<file path="config.mk">
export PLATFORM = sky130hd
export DESIGN_NAME = reg_write_arbiter_flat
export DESIGN_NICKNAME = d
export VERILOG_FILES = /design/src/rtl/reg_write_arbiter_if.sv /design/src/rtl/reg_write_arbiter.sv /design/src/flat_wrapper.sv
export SDC_FILE = /design/constraint.sdc
export NUM_CORES = 1
export LEC_CHECK = 0
export CAP_MARGIN = 25
export CORE_ASPECT_RATIO = 0.75
export CORE_MARGIN = 2
export CORE_UTILIZATION = 41
export CTS_BUF_LIST = sky130_fd_sc_hd__clkbuf_4 sky130_fd_sc_hd__clkbuf_8
export CTS_CLUSTER_SIZE = 14
export DETAILED_ROUTE_END_ITERATION = 6
export HOLD_SLACK_MARGIN = 0.03
export PLACE_DENSITY = 0.88
export SKIP_CTS_REPAIR_TIMING = 1
export SLEW_MARGIN = 20
export SYNTH_ARGS = -nofsm -noshare
export SYNTH_HDL_FRONTEND = slang
export SYNTH_SLANG_ARGS = --single-unit
</file>
<file path="constraint.sdc">
create_clock -name i_clk -period 6.28 [get_ports i_clk]
set_input_delay 1.884 -clock i_clk [delete_from_list [all_inputs] [get_ports i_clk]]
set_output_delay 1.884 -clock i_clk [all_outputs]
set_load 0.1 [all_outputs]
</file>
<file path="src/rtl/reg_write_arbiter_if.sv">
// rtl/reg_write_arbiter_if.sv - requester/register-file bus for the write arbiter
//
// Purpose: bundles the requester handshake, the stall input and the
// register-file write port of reg_write_arbiter into one interface.
// Ports (signals):
//   i_req_valid   [NUM_REQ]                 per-requester write request
//   i_req_addr    [NUM_REQ*REG_ADDR_LENGTH] packed addresses, slice k = requester k
//   i_req_data    [NUM_REQ*REG_WIDTH]       packed write values, slice k = requester k
//   o_req_ready   [NUM_REQ]                 one-hot-or-zero grant
//   i_stall                                 register-file write port busy
//   o_reg_addr_w  [REG_ADDR_LENGTH]         write address
//   o_reg_val_w   [REG_WIDTH]               write value
//   o_write_en                              write enable
//   o_grant_id    [log2(NUM_REQ)]           requester owning the current write
//   o_write_count [16]                      wrapping count of issued writes
// Modports: master = requesters/register file side, slave = arbiter.
interface reg_write_arbiter_if #(
  parameter int REG_WIDTH       = 32,
  parameter int REG_ADDR_LENGTH = 8,
  parameter int NUM_REQ         = 4
);
  logic [NUM_REQ-1:0]                 i_req_valid;
  logic [NUM_REQ*REG_ADDR_LENGTH-1:0] i_req_addr;
  logic [NUM_REQ*REG_WIDTH-1:0]       i_req_data;
  logic [NUM_REQ-1:0]                 o_req_ready;
  logic                               i_stall;
  logic [REG_ADDR_LENGTH-1:0]         o_reg_addr_w;
  logic [REG_WIDTH-1:0]               o_reg_val_w;
  logic                               o_write_en;
  logic [$clog2(NUM_REQ)-1:0]         o_grant_id;
  logic [15:0]                        o_write_count;

  modport master (
    output i_req_valid, i_req_addr, i_req_data, i_stall,
    input  o_req_ready, o_reg_addr_w, o_reg_val_w, o_write_en, o_grant_id, o_write_count
  );

  modport slave (
    input  i_req_valid, i_req_addr, i_req_data, i_stall,
    output o_req_ready, o_reg_addr_w, o_reg_val_w, o_write_en, o_grant_id, o_write_count
  );
endinterface

</file>
<file path="src/rtl/reg_write_arbiter.sv">
// rtl/reg_write_arbiter.sv - round-robin arbiter for register-file writes
//
// Purpose: picks one of NUM_REQ write requesters per cycle in round-robin
// order and presents its address/value on the register-file write port one
// cycle later. Sustains one write per cycle under full load.
// Ports:
//   i_clk  rising-edge clock
//   i_rst  synchronous active-high reset
//   bus    reg_write_arbiter_if.slave (requests, grant, stall, write port, count)
module reg_write_arbiter #(
  parameter int REG_WIDTH       = 32,
  parameter int REG_ADDR_LENGTH = 8,
  parameter int NUM_REQ         = 4
) (
  input  logic                  i_clk,
  input  logic                  i_rst,
  reg_write_arbiter_if.slave    bus
);
  localparam int ID_W = $clog2(NUM_REQ);

  logic [ID_W-1:0] rr_ptr;
  logic [ID_W-1:0] grant_idx;
  logic [ID_W-1:0] search_idx;
  logic            grant_vld;
  logic            grant_en;

  // Scan offsets from the highest down so the last hit, which wins, is the
  // requester closest to rr_ptr. NUM_REQ is a power of two, so the ID_W-bit
  // add wraps modulo NUM_REQ for free.
  always_comb begin
    grant_vld  = 1'b0;
    grant_idx  = '0;
    search_idx = '0;
    for (int i = NUM_REQ - 1; i >= 0; i--) begin
      search_idx = rr_ptr + ID_W'(i);
      if (bus.i_req_valid[search_idx]) begin
        grant_vld = 1'b1;
        grant_idx = search_idx;
      end
    end
  end

  // Stall only blocks new grants; a write already registered on the output
  // is left alone.
  assign grant_en = grant_vld && !i_rst && !bus.i_stall;

  always_comb begin
    bus.o_req_ready = '0;
    if (grant_en) begin
      bus.o_req_ready = NUM_REQ'(1) << grant_idx;
    end
  end

  always_ff @(posedge i_clk) begin
    if (i_rst) begin
      rr_ptr            <= '0;
      bus.o_write_en    <= 1'b0;
      bus.o_reg_addr_w  <= '0;
      bus.o_reg_val_w   <= '0;
      bus.o_grant_id    <= '0;
      bus.o_write_count <= '0;
    end else begin
      bus.o_write_en <= grant_en;
      if (grant_en) begin
        rr_ptr            <= grant_idx + 1'b1;
        bus.o_reg_addr_w  <= bus.i_req_addr[grant_idx*REG_ADDR_LENGTH +: REG_ADDR_LENGTH];
        bus.o_reg_val_w   <= bus.i_req_data[grant_idx*REG_WIDTH +: REG_WIDTH];
        bus.o_grant_id    <= grant_idx;
        bus.o_write_count <= bus.o_write_count + 16'd1;
      end
    end
  end
endmodule

</file>
<file path="src/flat_wrapper.sv">
// flat-port wrapper written by rule: the top's interface ports become plain ports
module reg_write_arbiter_flat 
#(
  parameter int REG_WIDTH       = 32,
  parameter int REG_ADDR_LENGTH = 8,
  parameter int NUM_REQ         = 4
)
  (i_clk, i_rst, bus_i_req_valid, bus_i_req_addr, bus_i_req_data, bus_i_stall, bus_o_req_ready, bus_o_reg_addr_w, bus_o_reg_val_w, bus_o_write_en, bus_o_grant_id, bus_o_write_count);
  reg_write_arbiter_if #(.REG_WIDTH(REG_WIDTH), .REG_ADDR_LENGTH(REG_ADDR_LENGTH), .NUM_REQ(NUM_REQ)) bus_i ();
  input  logic i_clk;
  input  logic i_rst;
  input wire logic [$bits(bus_i.i_req_valid)-1:0] bus_i_req_valid;
  input wire logic [$bits(bus_i.i_req_addr)-1:0] bus_i_req_addr;
  input wire logic [$bits(bus_i.i_req_data)-1:0] bus_i_req_data;
  input wire logic [$bits(bus_i.i_stall)-1:0] bus_i_stall;
  output wire logic [$bits(bus_i.o_req_ready)-1:0] bus_o_req_ready;
  output wire logic [$bits(bus_i.o_reg_addr_w)-1:0] bus_o_reg_addr_w;
  output wire logic [$bits(bus_i.o_reg_val_w)-1:0] bus_o_reg_val_w;
  output wire logic [$bits(bus_i.o_write_en)-1:0] bus_o_write_en;
  output wire logic [$bits(bus_i.o_grant_id)-1:0] bus_o_grant_id;
  output wire logic [$bits(bus_i.o_write_count)-1:0] bus_o_write_count;
  assign bus_i.i_req_valid = bus_i_req_valid;
  assign bus_i.i_req_addr = bus_i_req_addr;
  assign bus_i.i_req_data = bus_i_req_data;
  assign bus_i.i_stall = bus_i_stall;
  assign bus_o_req_ready = bus_i.o_req_ready;
  assign bus_o_reg_addr_w = bus_i.o_reg_addr_w;
  assign bus_o_reg_val_w = bus_i.o_reg_val_w;
  assign bus_o_write_en = bus_i.o_write_en;
  assign bus_o_grant_id = bus_i.o_grant_id;
  assign bus_o_write_count = bus_i.o_write_count;
  reg_write_arbiter #(.REG_WIDTH(REG_WIDTH), .REG_ADDR_LENGTH(REG_ADDR_LENGTH), .NUM_REQ(NUM_REQ)) u_core (.i_clk(i_clk), .i_rst(i_rst), .bus(bus_i));
endmodule
</file>
==> results.py, run 1 <==
metrics = {
    "outcome": {
        "status": "finished with violations",
        "violations": "design-rule violations",
    },
    "grt": {
        "met1_usage_pct": 29.49,
        "busiest_layer": "met2",
        "grt_use_met2_pct": 48.18,
        "antenna_found_initial": 0,
        "grt_start_max_net_pins": 54,
        "met3_usage_pct": 6.643,
        "grt_pass1_wl_um": 20290,
        "grt_pass1_vias": 4105,
        "overflow": 0,
        "grtUsageTotal_pct": 26.10,
    },
    "die": {
        "die_area_um2": 9693,
        "coreArea_um2": 8563,
        "io_pins": 230,
        "start_util_pct": 42.68,
        "die_w_um": 113.0,
        "rows": 29,
        "die_y_um": 85.77,
    },
    "power_and_ir_drop": {
        "switching_power_uw": 572.7,
        "p_leak_nw": 2.312,
        "power.total_mw": 1.442,
        "p_seq_share_pct": 31.0,
        "pwr-share-comb_pct": 44.1,
        "switching_share_pct": 39.72,
        "p_int_uw": 869.1,
        "clkPwrFrac_pct": 24.9,
        "peakVddDrop_mv": 0.1359,
        "power.density_nw_per_um2": 232.6,
    },
    "clock_network": {
        "cts_tree": "done",
        "cts.path.max_buffers": 2,
        "cts_sinks": 61,
        "clkTransAtPathRegs_ns": 0.07,
        "cts-root-buf": "clkbuf_8",
        "cts-buffers-inserted": 9,
        "clk_latency_ns": 0.32,
        "h-tree-depth": 3,
    },
    "timing": {
        "fin_crit_ns": 5.697,
        "maxSlewHeadroom_pct": 32.00,
        "finalSetupViolCount": 0,
        "finClkSkew_ns": 0.007287,
        "max_freq_mhz": 175.5,
        "rsz0062_at_grt": "false",
        "slew_violations": 0,
        "finalHoldViolCount": 0,
        "setup_tns_ns": 0,
        "fin_crit_sh_pct": 90.72,
        "hold_slack_ns": 0.4511,
        "tightest_slew_ns": 1.017,
    },
    "routing": {
        "drtAntennaViolNets": 0,
        "drt-total-wl_um": 12890,
        "first_iter_violations": 260,
        "wl_per_cell_um": 18.00,
        "drtPass1Iterations": 7,
        "vias": 4073,
        "routed_via_density": 5.689,
        "remaining_drc_errors": 15,
    },
    "setup_path": {
        "worstPathMaxFanout": 7,
        "startpoint": "bus_i_req_valid[3]",
        "required_ns": 4.40,
        "slowest_delay_ns": 0.62,
        "cp.arrival_ns": 3.81,
        "critPathSlowestCell": "clkdlybuf4s50_1",
        "crit_path_end_kind": "primary output",
        "cp_num_buf_inv": 3,
        "cp-start-kind": "input pin",
        "crit_chain": "clkdlybuf4s50_1, nor4_4, or3_1, inv_4, nand2_1, a21oi_1, buf_12",
        "critPathTopFamily": "buffers and inverters",
        "path_class": "input pin to primary output",
        "reg2reg_from": "u_core.rr_ptr[0]",
    },
    "final_layout": {
        "drive_gt1_share_pct": 11.18,
        "mostFrequentLayoutCells": "clkdlybuf4s50_1 (225), dfxtp_1 (61), mux2i_1 (41), and3_1 (41), a21oi_1 (33)",
        "multiInputGateArea_um2": 2216,
        "seq_area_um2": 1221,
        "mostFrequentLayoutCell": "clkdlybuf4s50_1",
        "fill_cells": 665,
        "fin_cells": 716,
        "syn_to_final_growth_pct": 69.63,
        "antenna_cells": 0,
        "nets": 771,
    },
    "synth": {
        "netlist_instances": 391,
        "ys_seq_elements": 61,
        "synth_top_flop_cell": "dfxtp_1",
        "synth-edff-count": 0,
        "seq_area_frac_synth_pct": 33.41,
        "synthArstFlopShare_pct": 0,
        "syn_avg_cell_area_um2": 9.347,
        "syn_area_um2": 3655,
        "postSynthNetCount": 559,
        "synth_cell_types": 43,
        "ys_warn_count": 0,
    },
    "place": {
        "hpwlAfterDp_um": 9542,
        "port_buffers": 229,
        "dp.cells": 700,
        "finalWeightedCongestion": 0.8367,
    },
    "hold_path": {
        "hp-start": "u_core.bus.o_grant_id[1]",
        "hold_class": "register to register",
    },
    "flow_run": {
        "cap_viol_max_count": 0,
    },
}
-- synth_stat cells (all sizes together) (2+ instances only) --
cell type	count	area (um2)
nand3	6	42.54
o22ai	39	300.3
dfxtp	61	1221
and3	41	256.5
nor2	21	93.84
xnor2	5	43.79
buf	23	171.4
inv	4	17.52
nor3	2	10.01
o21ai	2	10.01
a21oi	44	261.5
mux2i	41	410.4
nand4	4	25.02
xor2	11	96.34
nor4	3	40.04
nand2b	3	18.77
and4	2	17.52
a221oi	39	404.1
clkbuf	14	52.55
a211oi	2	15.01
nand2	14	55.06
-- cells by family after synthesis --
group | synth area share [%]
mux | 11.23
simple gates | 16.40
compound gates | 28.18
buf+inv | 6.608
fa+ha+maj | 0.3423
flops | 33.41
xor+xnor | 3.834
-- flip-flops by register name (all words and copies together) (netlist names) --
register	cells
u_core.rr_ptr	2
u_core.bus.o_grant_id	2
u_core.bus.o_write_en	1
u_core.bus.o_write_count	16
u_core.bus.o_reg_addr_w	8
u_core.bus.o_reg_val_w	32
-- cell type report --
cell class	instances	area share, %
timing repair buffer	238	38.71
sequential	61	19.70
tap	108	2.180
multi-input combinational	289	35.74
inverter	4	0.2825
clock buffer	11	2.442
clock inverter	5	0.9485
-- worst paths after layout --
path | to | slack, ns | cells past startpoint
min | u_core.bus.o_grant_id[1] | 0.45 | 2
max | bus_o_req_ready[1] | 0.58 | 7
min reg2reg | u_core.bus.o_grant_id[1] | 0.45 | 2
max reg2reg | u_core.bus.o_reg_val_w[30] | 3.89 | 6
-- per-layer routing --
metal,vias to the layer above,share of wire (%)
met5,-,0
met4,0,1.6
met3,19,9.0
met2,187,51
met1,1925,38
li1,1942,-
-- metrics by stage --
stage	setup WS, ns	utilization [%]	cell area (um2)
after detailed placement	0.5857	69.94	5989
after global routing	0.4545	72.40	6200
final	0.5831	72.40	6200
after floorplan	0.1327	-	3655
after CTS	0.5868	72.40	6200
after global placement	0.6385	69.94	5989
-- power by group through the flow --
stage	Clock, mW	Combinational, mW	Sequential, mW
2_1_floorplan	0	0.218	0.667
3_3_place_gp	0	0.625	0.452
3_5_place_dp	0	0.636	0.455
4_1_cts	0.368	0.638	0.446
5_1_grt	0.389	0.667	0.451
6_report	0.358	0.636	0.447
-- worst reg2reg max path, delay by kind of cell, from the launching register on --
kind                   cells  cell delay (ns)
AND/OR/NAND/NOR            2             0.40
AO/OA/AOI/OAI              2             0.47
multiplexers               1             0.40
flip-flops                 1             0.36
buffers and inverters      1             0.63
(Power assumes the default switching activity.)
==> inputs of run 2 (changes only) <==
Settings changed: GPL_ROUTABILITY_DRIVEN from default to 1.
==> results of run 2 <==
The final DEF is identical to that of run 1; final timing and power are the same.
